<file path="src/rtl/rng_scheduler.sv">
// rng_scheduler: seeds the 32-bit LFSR, runs it SHIFTS steps per word and
// hands each fresh word to one requester picked round-robin.
// Ports:
//   clk, rst          clock, async active-low reset
//   reseed, seed      one-cycle reseed pulse and seed value
//   lfsr_acquire_seed load strobe to the LFSR
//   lfsr_seed         registered seed (zero replaced by SEED_DEFAULT)
//   lfsr_en           LFSR step enable
//   lfsr_out          current LFSR contents
//   req, gnt          level requests, one-hot grant pulse
//   rnd_valid         word delivery pulse, coincident with gnt
//   rnd_data          last delivered word
//   busy              high while seeding or filling
module rng_scheduler #(
   parameter int          N_REQ        = 2,
   parameter int          SHIFTS       = 32,
   parameter logic [31:0] SEED_DEFAULT = 32'hACE1_2468
) (
   input  logic             clk,
   input  logic             rst,
   input  logic             reseed,
   input  logic [31:0]      seed,
   output logic             lfsr_acquire_seed,
   output logic [31:0]      lfsr_seed,
   output logic             lfsr_en,
   input  logic [31:0]      lfsr_out,
   input  logic [N_REQ-1:0] req,
   output logic [N_REQ-1:0] gnt,
   output logic             rnd_valid,
   output logic [31:0]      rnd_data,
   output logic             busy
);

   localparam int CW = $clog2(SHIFTS + 1);
   localparam int PW = $clog2(N_REQ);

   localparam logic [1:0] S_UNSEEDED = 2'd0;
   localparam logic [1:0] S_SEED     = 2'd1;
   localparam logic [1:0] S_FILL     = 2'd2;
   localparam logic [1:0] S_READY    = 2'd3;

   logic [1:0]    state;
   logic [CW-1:0] cnt;
   logic [PW-1:0] rr;

   logic          found;
   logic [PW-1:0] pick;
   logic [PW-1:0] rr_next;
   logic [PW:0]   sum;

   // Scan requesters starting at rr, wrapping at N_REQ; first hit wins.
   always_comb begin
      found = 1'b0;
      pick  = '0;
      sum   = '0;
      for (int i = 0; i < N_REQ; i++) begin
         sum = {1'b0, rr} + (PW+1)'(i);
         if (sum >= (PW+1)'(N_REQ))
            sum = sum - (PW+1)'(N_REQ);
         if (!found && req[sum[PW-1:0]]) begin
            found = 1'b1;
            pick  = sum[PW-1:0];
         end
      end
   end

   always_comb begin
      if (pick == PW'(N_REQ - 1))
         rr_next = '0;
      else
         rr_next = pick + PW'(1);
   end

   always_ff @(posedge clk or negedge rst) begin
      if (!rst) begin
         state     <= S_UNSEEDED;
         cnt       <= '0;
         rr        <= '0;
         lfsr_seed <= '0;
         gnt       <= '0;
         rnd_valid <= 1'b0;
         rnd_data  <= '0;
      end else begin
         gnt       <= '0;
         rnd_valid <= 1'b0;
         // Reseed overrides everything, including a pending grant.
         if (reseed) begin
            state     <= S_SEED;
            lfsr_seed <= (seed == 32'd0) ? SEED_DEFAULT : seed;
         end else begin
            unique case (state)
               S_SEED: begin
                  state <= S_FILL;
                  cnt   <= CW'(SHIFTS);
               end
               S_FILL: begin
                  cnt <= cnt - CW'(1);
                  if (cnt == CW'(1))
                     state <= S_READY;
               end
               S_READY: begin
                  if (found) begin
                     gnt       <= N_REQ'(1) << pick;
                     rnd_valid <= 1'b1;
                     rnd_data  <= lfsr_out;
                     rr        <= rr_next;
                     cnt       <= CW'(SHIFTS);
                     state     <= S_FILL;
                  end
               end
               default: ;
            endcase
         end
      end
   end

   assign lfsr_acquire_seed = (state == S_SEED);
   assign lfsr_en           = (state == S_FILL);
   assign busy              = lfsr_acquire_seed | lfsr_en;

endmodule

</file>
<file path="config.mk">
export PLATFORM = sky130hd
export DESIGN_NAME = rng_scheduler
export DESIGN_NICKNAME = d
export VERILOG_FILES = /design/src/rtl/rng_scheduler.sv
export SDC_FILE = /design/constraint.sdc
export NUM_CORES = 1
export LEC_CHECK = 0
export ABC_AREA = 1
export ABC_CLOCK_PERIOD_IN_PS = 4300
export CORE_ASPECT_RATIO = 1.5
export CORE_UTILIZATION = 30
export CTS_CLUSTER_SIZE = 28
export DETAILED_ROUTE_END_ITERATION = 12
export HOLD_SLACK_MARGIN = 0.08
export PLACE_DENSITY = 0.57
export SYNTH_ARGS = -nofsm -noshare
export SYNTH_HDL_FRONTEND = slang
export SYNTH_SLANG_ARGS = --single-unit
</file>
<file path="constraint.sdc">
create_clock -name clk -period 4.3 [get_ports clk]
set_input_delay 0.645 -clock clk [delete_from_list [all_inputs] [get_ports clk]]
set_output_delay 0.645 -clock clk [all_outputs]
set_load 0.02 [all_outputs]
</file>
### Word-level counts from Yosys, hierarchy flattened

Index checks and enable logic that the tools add are counted.

* memory bits (writable): 0
* logic and storage cells: 58
* bits in registers: 76
* memories kept: 0
* input bits: 69
* latch bits: 0
* output and inout bits: 70
* memory bits (read-only): 0

* reduce and logical (&&, ||, !) cells: 8
* equality and inequality tests: 7
* bitwise logic cells: 2
* multiply operators: 0
* muxes and demuxes: 24
* div/mod/pow operators: 0
* $lt $le $gt $ge: 4
* shifts and indexed selects: 1
* add/sub/neg operators: 5

Operators with widths (count)
* zero test 32 bit: 1
* 2-to-1 mux 32 bit: 1
* one-hot mux 6 bit (3 select lines): 1
* 2-to-1 mux 1 bit: 14
* 2-to-1 mux 2 bit: 6
* AND reduction 3 bit: 3
* == test 6 x 1 -> 1 bit (second input constant): 1
* 2-to-1 mux 6 bit: 1
* one-hot mux 2 bit (3 select lines): 1
* subtractor 6 x 1 -> 6 bit (second input constant): 1
* == test 2 bit (second input constant): 2
* < comparator 1 x 2 -> 1 bit (second input constant): 2
* nonzero test 4 bit: 1
* inequality test 3 x 2 -> 1 bit (second input constant): 1
* inequality test 3 bit (second input constant): 1
* nonzero test 3 bit: 1
* adder 1 x 1 -> 2 bit (second input constant): 1
* == test 2 x 1 -> 1 bit (second input constant): 1
* greater-or-equal comparator 1 x 2 -> 1 bit (second input constant): 1
* greater-or-equal comparator 2 bit (second input constant): 1
* inequality test 2 bit (second input constant): 1
* << shifter 1 x 1 -> 2 bit (first input constant): 1
* subtractor 1 bit (second input constant): 2
* adder 1 bit (second input constant): 1
* 4 further kinds: 4

### Longest topological paths before layout

Gate-level depths: netlist of run 1.

* depth after elaboration: 12
* depth in mapped cells: 8

### Least setup slack after synthesis of run 1

Ideal clock, no wire load.

* kind: register -> output
* from: register state[0]
* to: output port busy
* path slack: 2.805 ns
* required time: 3.655 ns
* path buffers: 0
* arrival time: 0.850 ns
* stages on the path, launching flop included: 4
* cell sequence: dfrtp_1 -> inv_1 -> ha_1 -> inv_1

* cells in the longest elaborated chain, start to end: 2
* elaborated cells between the ends (all ways): 3
* those cells by class: eq/ne: 2; bitwise: 1

Ends and longest elaborated chain
* from (decl): RTL line 42 `logic [1:0] state;`
* from (signal assigned): RTL line 76 `state <= S_UNSEEDED;`
* from (signal assigned): RTL line 88 `state <= S_SEED;`
* from (signal assigned): RTL line 93 `state <= S_FILL;`
* == test 2 x 1 -> 1 bit / == test 2 bit (equally long branches): RTL line 117, 118
* bitwise OR 1 bit (*): RTL line 119 `assign busy = lfsr_acquire_seed | lfsr_en;`
* to (decl): RTL line 31 `output logic busy`

Mark *: on every way between the ends. The rest lies on a longest branch, timed or not.

### Worst setup path in the final report of run 1

* from: input port reseed
* to: register rnd_data[19]

* cells in the longest elaborated chain, start to end: 2

Ends and longest elaborated chain
* from (decl): RTL line 21 `input logic reseed,`
* inverter 1 bit (no line)
* AND reduction 3 bit (no line)
* to (signal assigned): RTL line 105 `rnd_data <= lfsr_out;`
* to (decl): RTL line 30 `output logic [31:0] rnd_data,`

Every way passes these cells.
A chain may end at the register's enable or synchronous reset.

==> summary.txt, run 1 <==
Timing
  • Hold slack final: 466 ps
  • Min Tclk post-route: around 2400 ps
  • Max_slew headroom: between 30% and 40%
  • Max frequency: slightly above 400 MHz
  • RSZ-0062 raised after global routing: no
  • Final hold vios: 0
  • Worst slew pin tran: 977 ps
  • Finish-stage setup viols: 0
  • Slew Viols, Final: 0
  • Skew final: 5.11 ps
  • Tcrit/Tclk final: between 50% and 60%
  • Setup tns final: 0 ps
  • Setup ws final: around 1900 ps

Setup path
  • Bufs and invs on worst path: 2
  • Worst r2r src: state[0]
  • Worst-path maximum fanout: 32
  • CP delay by family, top: buffers and inverters
  • CP Class: in2reg
  • Data required time of the critical path: 4510 ps
  • CP most frequent cell: nand2_1
  • WP data arrival: between 2000 and 3000 ps
  • Worst path slowest cell: clkdlybuf4s50_1
  • Crit path largest cell delay: approximately 690 ps
  • Critical path startpoint: reseed
  • CP Capture Type: flip-flop
  • CP cell instances: clkdlybuf4s50_1 > nor3_4 > inv_2 > nand2_1 > nand2_1
  • Startpoint Class: input port

Clock tree
  • Clk buf depth: 2
  • CTS resizes: 0
  • Worst-skew pair later-pin latency: ~330 ps
  • Clock sink count: between 70 and 80
  • CTS tree: built
  • H-tree Lvls: 3
  • CTS Buf Count: 9
  • Setup Fix Bufs, Post-CTS: 0
  • Cell at the root of the clock tree: clkbuf_16
  • Clock slew at reported path FFs: 60 ps
  • Hold buffer count at cts: 0

Synthesis
  • Syn Std Cell Area: between 0.003 and 0.004 sq mm
  • Cells after Synth: just under 400
  • Avg Inst Size Synth: approximately 8.3 sq um
  • #FFs+latches synth: 76
  • Yosys Warn Count: 0
  • Post-synthesis cell type count: 22
  • Sequential cell area fraction in the yosys report: around three fifths
  • Mapped Nets: between 400 and 500

Detailed routing
  • DR iter-0 viols: approximately 100
  • DRC Markers: 0
  • Drt pass-1 iters: 4
  • WL/cell: 12.1 um
  • Via count: 2889
  • Antenna viol nets, final: 0
  • Final WL: about 8200 um
  • Vias per cell: between 4 and 5

Pwr
  • Worst vdd ir: about 0.19 mV
  • Pleak: around 2.4 nW
  • Pwr per Cell Area: 577 mW/mm^2

Flow run
  • Max-capacitance violation count: 0

Layout
  • Most frequent cells in the layout: nand2_1, clkdlybuf4s50_1, dfrtp_1
  • Share of cells above drive strength 1: around 6.4%
  • Fillers: 1078
  • Most common cell after layout, fill and taps aside: nand2_1
  • Fin util: approximately 48%
  • Layout Area Growth over Synthesis: 54.8%
  • Ant diodes: 0
  • Fin nets: between 600 and 700

Status
  • Status: finished clean

Die
  • Row cnt: 46
  • Starting Density: between 30% and 40%
  • Die width: roughly 87 um
  • Die height: around 130 um
  • I/O Pins: 139
  • Die area: approximately 0.011 sq mm
  • Core area: ~0.011 sq mm

Global routing
  • Vias in the first global route: between 2000 and 3000
  • Initial antenna violation count: 0
  • Tot GR Track Use: about 16%
  • Pin count of the biggest net entering global routing: 77
  • Gr ovfl total: 0
  • First-pass GRT wire length: 13400 um

Min path
  • Hold WC Path Type: in2async

Placed design
  • GPL Wtd Cong: approximately 0.75
  • Place WS: between 1000 and 1500 ps
  • HPWL after detailed placement: approximately 5800 um
  • I/O Buffers: 138
-- cell type report --
cell class	instances	area [sq um]	share of cell area (%)
Clock buffer	12	256	5.09
Clock inverter	4	47.5	0.943
Tap cell	144	180	3.57
Inverter	16	60.1	1.19
Sequential cell	76	1900	37.7
Timing Repair Buffer	140	1390	27.6
Multi-Input combinational cell	286	1200	23.8
-- flip-flops by register name (all words and copies together), names as in the netlist --
| signal | count |
|---|---|
| gnt | 2 |
| rnd_valid | 1 |
| state | 2 |
| cnt | 6 |
| rnd_data | 32 |
| rr | 1 |
| lfsr_seed | 32 |
-- worst paths after layout --
check / endpoint / slack, ps / depth (start not counted)
setup / recovery: rnd_data[19] / 1870 / 5
hold / removal: lfsr_seed[24] / 470 / 1
setup reg to reg: rnd_data[19] / 2260 / 6
hold reg to reg: rnd_data[22] / 470 / 2
max in group asynchronous: rnd_data[31] / 3190 / 1
min in group clk: rnd_data[22] / 470 / 2
-- report_power, final --
group	total (mW)	internal (mW)	switching, mW
Combinational	1.10	0.519	0.585
Sequential	1.04	0.929	0.115
Clock	0.763	0.479	0.284
-- worst reg2reg max path: cells and delay by family (launching register included) --
family | cells | cell delay [ps]
and+or+nand+nor | 3 | 790
buffers and inverters | 2 | 500
adders and majority gates | 1 | 250
DFF | 1 | 390
-- per-layer routing --
layer	up-vias	GRT usage (%)	wire (um)
met5	-	0	0
met3	14	5.80	831
li1	1462	-	-
met1	1305	17.3	3230
met4	0	8.24	189
met2	108	25.6	3930
-- metrics by stage --
stage | power [mW] | instances | area (sq um)
after global routing | 3.10 | 678 | 5040
after floorplan | 1.62 | 392 | 3260
after CTS | 2.96 | 678 | 5040
after global placement | 2.16 | 662 | 4740
final | 2.91 | 678 | 5040
after detailed placement | 2.18 | 662 | 4740
-- Yosys cell counts (all sizes together) --
cell	n	share of area, %
o31ai	1	0.23
ha	5	1.9
xnor2	1	0.27
nor2	68	7.8
o21ai	5	0.77
inv	16	1.8
xor2	1	0.27
dfrtp	76	58
a21oi	3	0.46
a21boi	1	0.23
nand2	178	21
nand3	5	0.77
buf	13	2.7
or2	13	2.5
o22ai	1	0.19
clkbuf	1	0.12
nor3	4	0.96
-- cells by family after synthesis --
family / Yosys count / share of synthesized area [%]
flops: 76 / 58.4
buf+inv: 30 / 4.69
fa+ha+maj: 5 / 1.92
simple gates: 268 / 32.6
xor+xnor: 2 / 0.538
compound gates: 11 / 1.88
No activity file was read; power rests on OpenSTA's default activity.
==> run 2, diff against run 1 <==
- ABC_CLOCK_PERIOD_IN_PS: 4300 -> 2009
- PLACE_DENSITY: 0.57 -> 0.59
- clock period: 4.3 -> 2.01 ns (I/O delays scaled with it)
==> run 2 against run 1 <==
Clock power grew 87%; critical path depth fell by 2; clock-buffer cell count rose by 2; critical endpoint is now lfsr_acquire_seed; sequential power increased by 110%; flip-flop and latch count is the same; via count rose by 0.87%; sequential share of layout area is 0.27 points lower; non-clock buffer count rose by 8; global-route usage grew 0.11 points; register-to-register slack lost 1800 ps.
==> summary.txt, run 2 (synthesis gave the netlist of run 1 again) <==
Clock tree
  • Clk buf depth: 2
  • Worst-skew pair later-pin latency: roughly 320 ps
  • H-tree Lvls: 3
  • Cell at the root of the clock tree: clkbuf_16
  • Clock slew at reported path FFs: about 60 ps
  • Clock sink count: 76
  • CTS Buf Count: 9
  • CTS tree: built

Timing
  • Final hold vios: 0
  • Max_slew headroom: 64.5%
  • RSZ-0062 raised after global routing: no
  • Hold slack final: 468 ps
  • Finish-stage setup viols: 0
  • Setup tns final: 0 ps
  • Max frequency: 527 MHz
  • Tcrit/Tclk final: ~94%
  • Min Tclk post-route: between 1500 and 2000 ps
  • Skew final: around 3.7 ps
  • Slew Viols, Final: 0
  • Worst slew pin tran: 531 ps

Layout
  • Ant diodes: 0
  • Post-route insts no fill: between 600 and 700
  • Fin nets: between 600 and 700
  • Fillers: about 1100
  • Most frequent cells in the layout: nand2_1, clkdlybuf4s50_1, dfrtp_1
  • Most common cell after layout, fill and taps aside: nand2_1
  • Post-route cell area: ~0.0051 sq mm
  • Regs by FF count: lfsr_seed (32), rnd_data (32), cnt (6)
  • Layout Area Growth over Synthesis: 55.9%
  • Share of cells above drive strength 1: between 7 and 8%

Placed design
  • Placed Cells: about 670
  • GPL Wtd Cong: just over 0.7
  • I/O Buffers: between 100 and 150
  • HPWL after detailed placement: between 6000 and 7000 um
  • Placed Area: approximately 0.0048 sq mm

Detailed routing
  • Vias per cell: approximately 4.2
  • Drt pass-1 iters: 4
  • DR iter-0 viols: 125
  • WL/cell: ~12 um
  • Final WL: roughly 8300 um
  • Via count: 2914
  • DRC Markers: 0
  • Antenna viol nets, final: 0

Pwr
  • Worst vdd ir: 0.440 mV
  • Design Power: 6.05 mW
  • Pleak: approximately 2.4 nW
  • Pwr per Cell Area: between 1000 and 1500 mW/mm^2

Flow run
  • Max-capacitance violation count: 0

Global routing
  • Met3 Use GR: between 3 and 4%
  • M1 GR Usage: 17.7%
  • Tot GR Track Use: 15.6%
  • Gr ovfl total: 0
  • First-pass GRT wire length: between 10000 and 15000 um
  • Pin count of the biggest net entering global routing: just over 40
  • Layer with the highest usage: met2
  • M2 GR Usage: a little over a quarter
  • Vias in the first global route: 2908
  • Initial antenna violation count: 0

Setup path
  • Crit path largest cell delay: a little over 600 ps
  • CP Class: reg2out
  • Worst path slowest cell: clkdlybuf4s50_1
  • CP cell instances: inv_1 > ha_1 > clkdlybuf4s50_1
  • CP Capture Type: output port
  • Startpoint Class: flip-flop
  • Data required time of the critical path: 1710 ps
  • WP data arrival: between 1500 and 2000 ps
  • Worst-path maximum fanout: 3

Status
  • Status: finished clean

Min path
  • Hold WC Path Type: reg2reg

Die
  • Core area: 0.0106 sq mm
  • Starting Density: between 30 and 40%
  • Die width: between 80 and 90 um
  • I/O Pins: between 100 and 150
  • Row cnt: 46
  • Die area: 0.0113 sq mm
  • Die height: between 100 and 150 um
[run 2: metrics by stage]
stage | worst slack, ps | util, %
floorplan | 598 | -
global placement | 255 | 45.4
detailed placement | 214 | 45.4
CTS | 14.5 | 47.9
global route | 46.7 | 48.0
finish | 113 | 48.0
[run 2: layer usage]
layer / up-vias / wire [um]
met4: 0 / 180
met2: 110 / 4070
met1: 1319 / 3400
li1: 1474 / -
met5: - / 0
met3: 11 / 624
[run 2: final timing paths]
kind	startpoint	depth (start not counted)	slack [ps]	to
max in group asynchronous	rst	3	930	state[0]
hold reg to reg	rnd_data[7]	2	470	rnd_data[7]
setup / recovery	state[1]	3	110	lfsr_acquire_seed
min in group asynchronous	rst	2	490	rnd_data[18]
setup reg to reg	state[0]	8	430	cnt[3]
hold / removal	rnd_data[7]	2	470	rnd_data[7]
[run 2: power breakdown]
group	switching [mW]	leakage (nW)	internal, mW
Combinational	1.27	1.38	1.12
Clock	0.563	0.131	0.866
Sequential	0.247	0.928	1.99
Total	2.08	2.44	3.97
[run 2: cell type report]
type | instances | area [sq um] | area share, %
Multi-Input combinational cell | 286 | 1200 | 23.7
Clock buffer | 14 | 254 | 5.00
Sequential cell | 76 | 1900 | 37.4
Tap cell | 144 | 180 | 3.55
Clock inverter | 2 | 10.0 | 0.197
Inverter | 16 | 60.1 | 1.18
Timing Repair Buffer | 148 | 1470 | 28.9
[run 2: critical path, delay by kind of cell (launching register included)]
| family | cells | cell delay (ps) |
|---|---|---|
| buf+inv | 2 | 690 |
| fa+ha+maj | 1 | 180 |
| flops | 1 | 400 |
[run 2: repair_timing]
action / in CTS / in global routing
setup endpoints to repair: 1 / 1
endpoints found under the hold margin: 36 / 0
setup buffers: 0 / 0
hold buffers: 1 / 0
gates resized for setup: 1 / 1
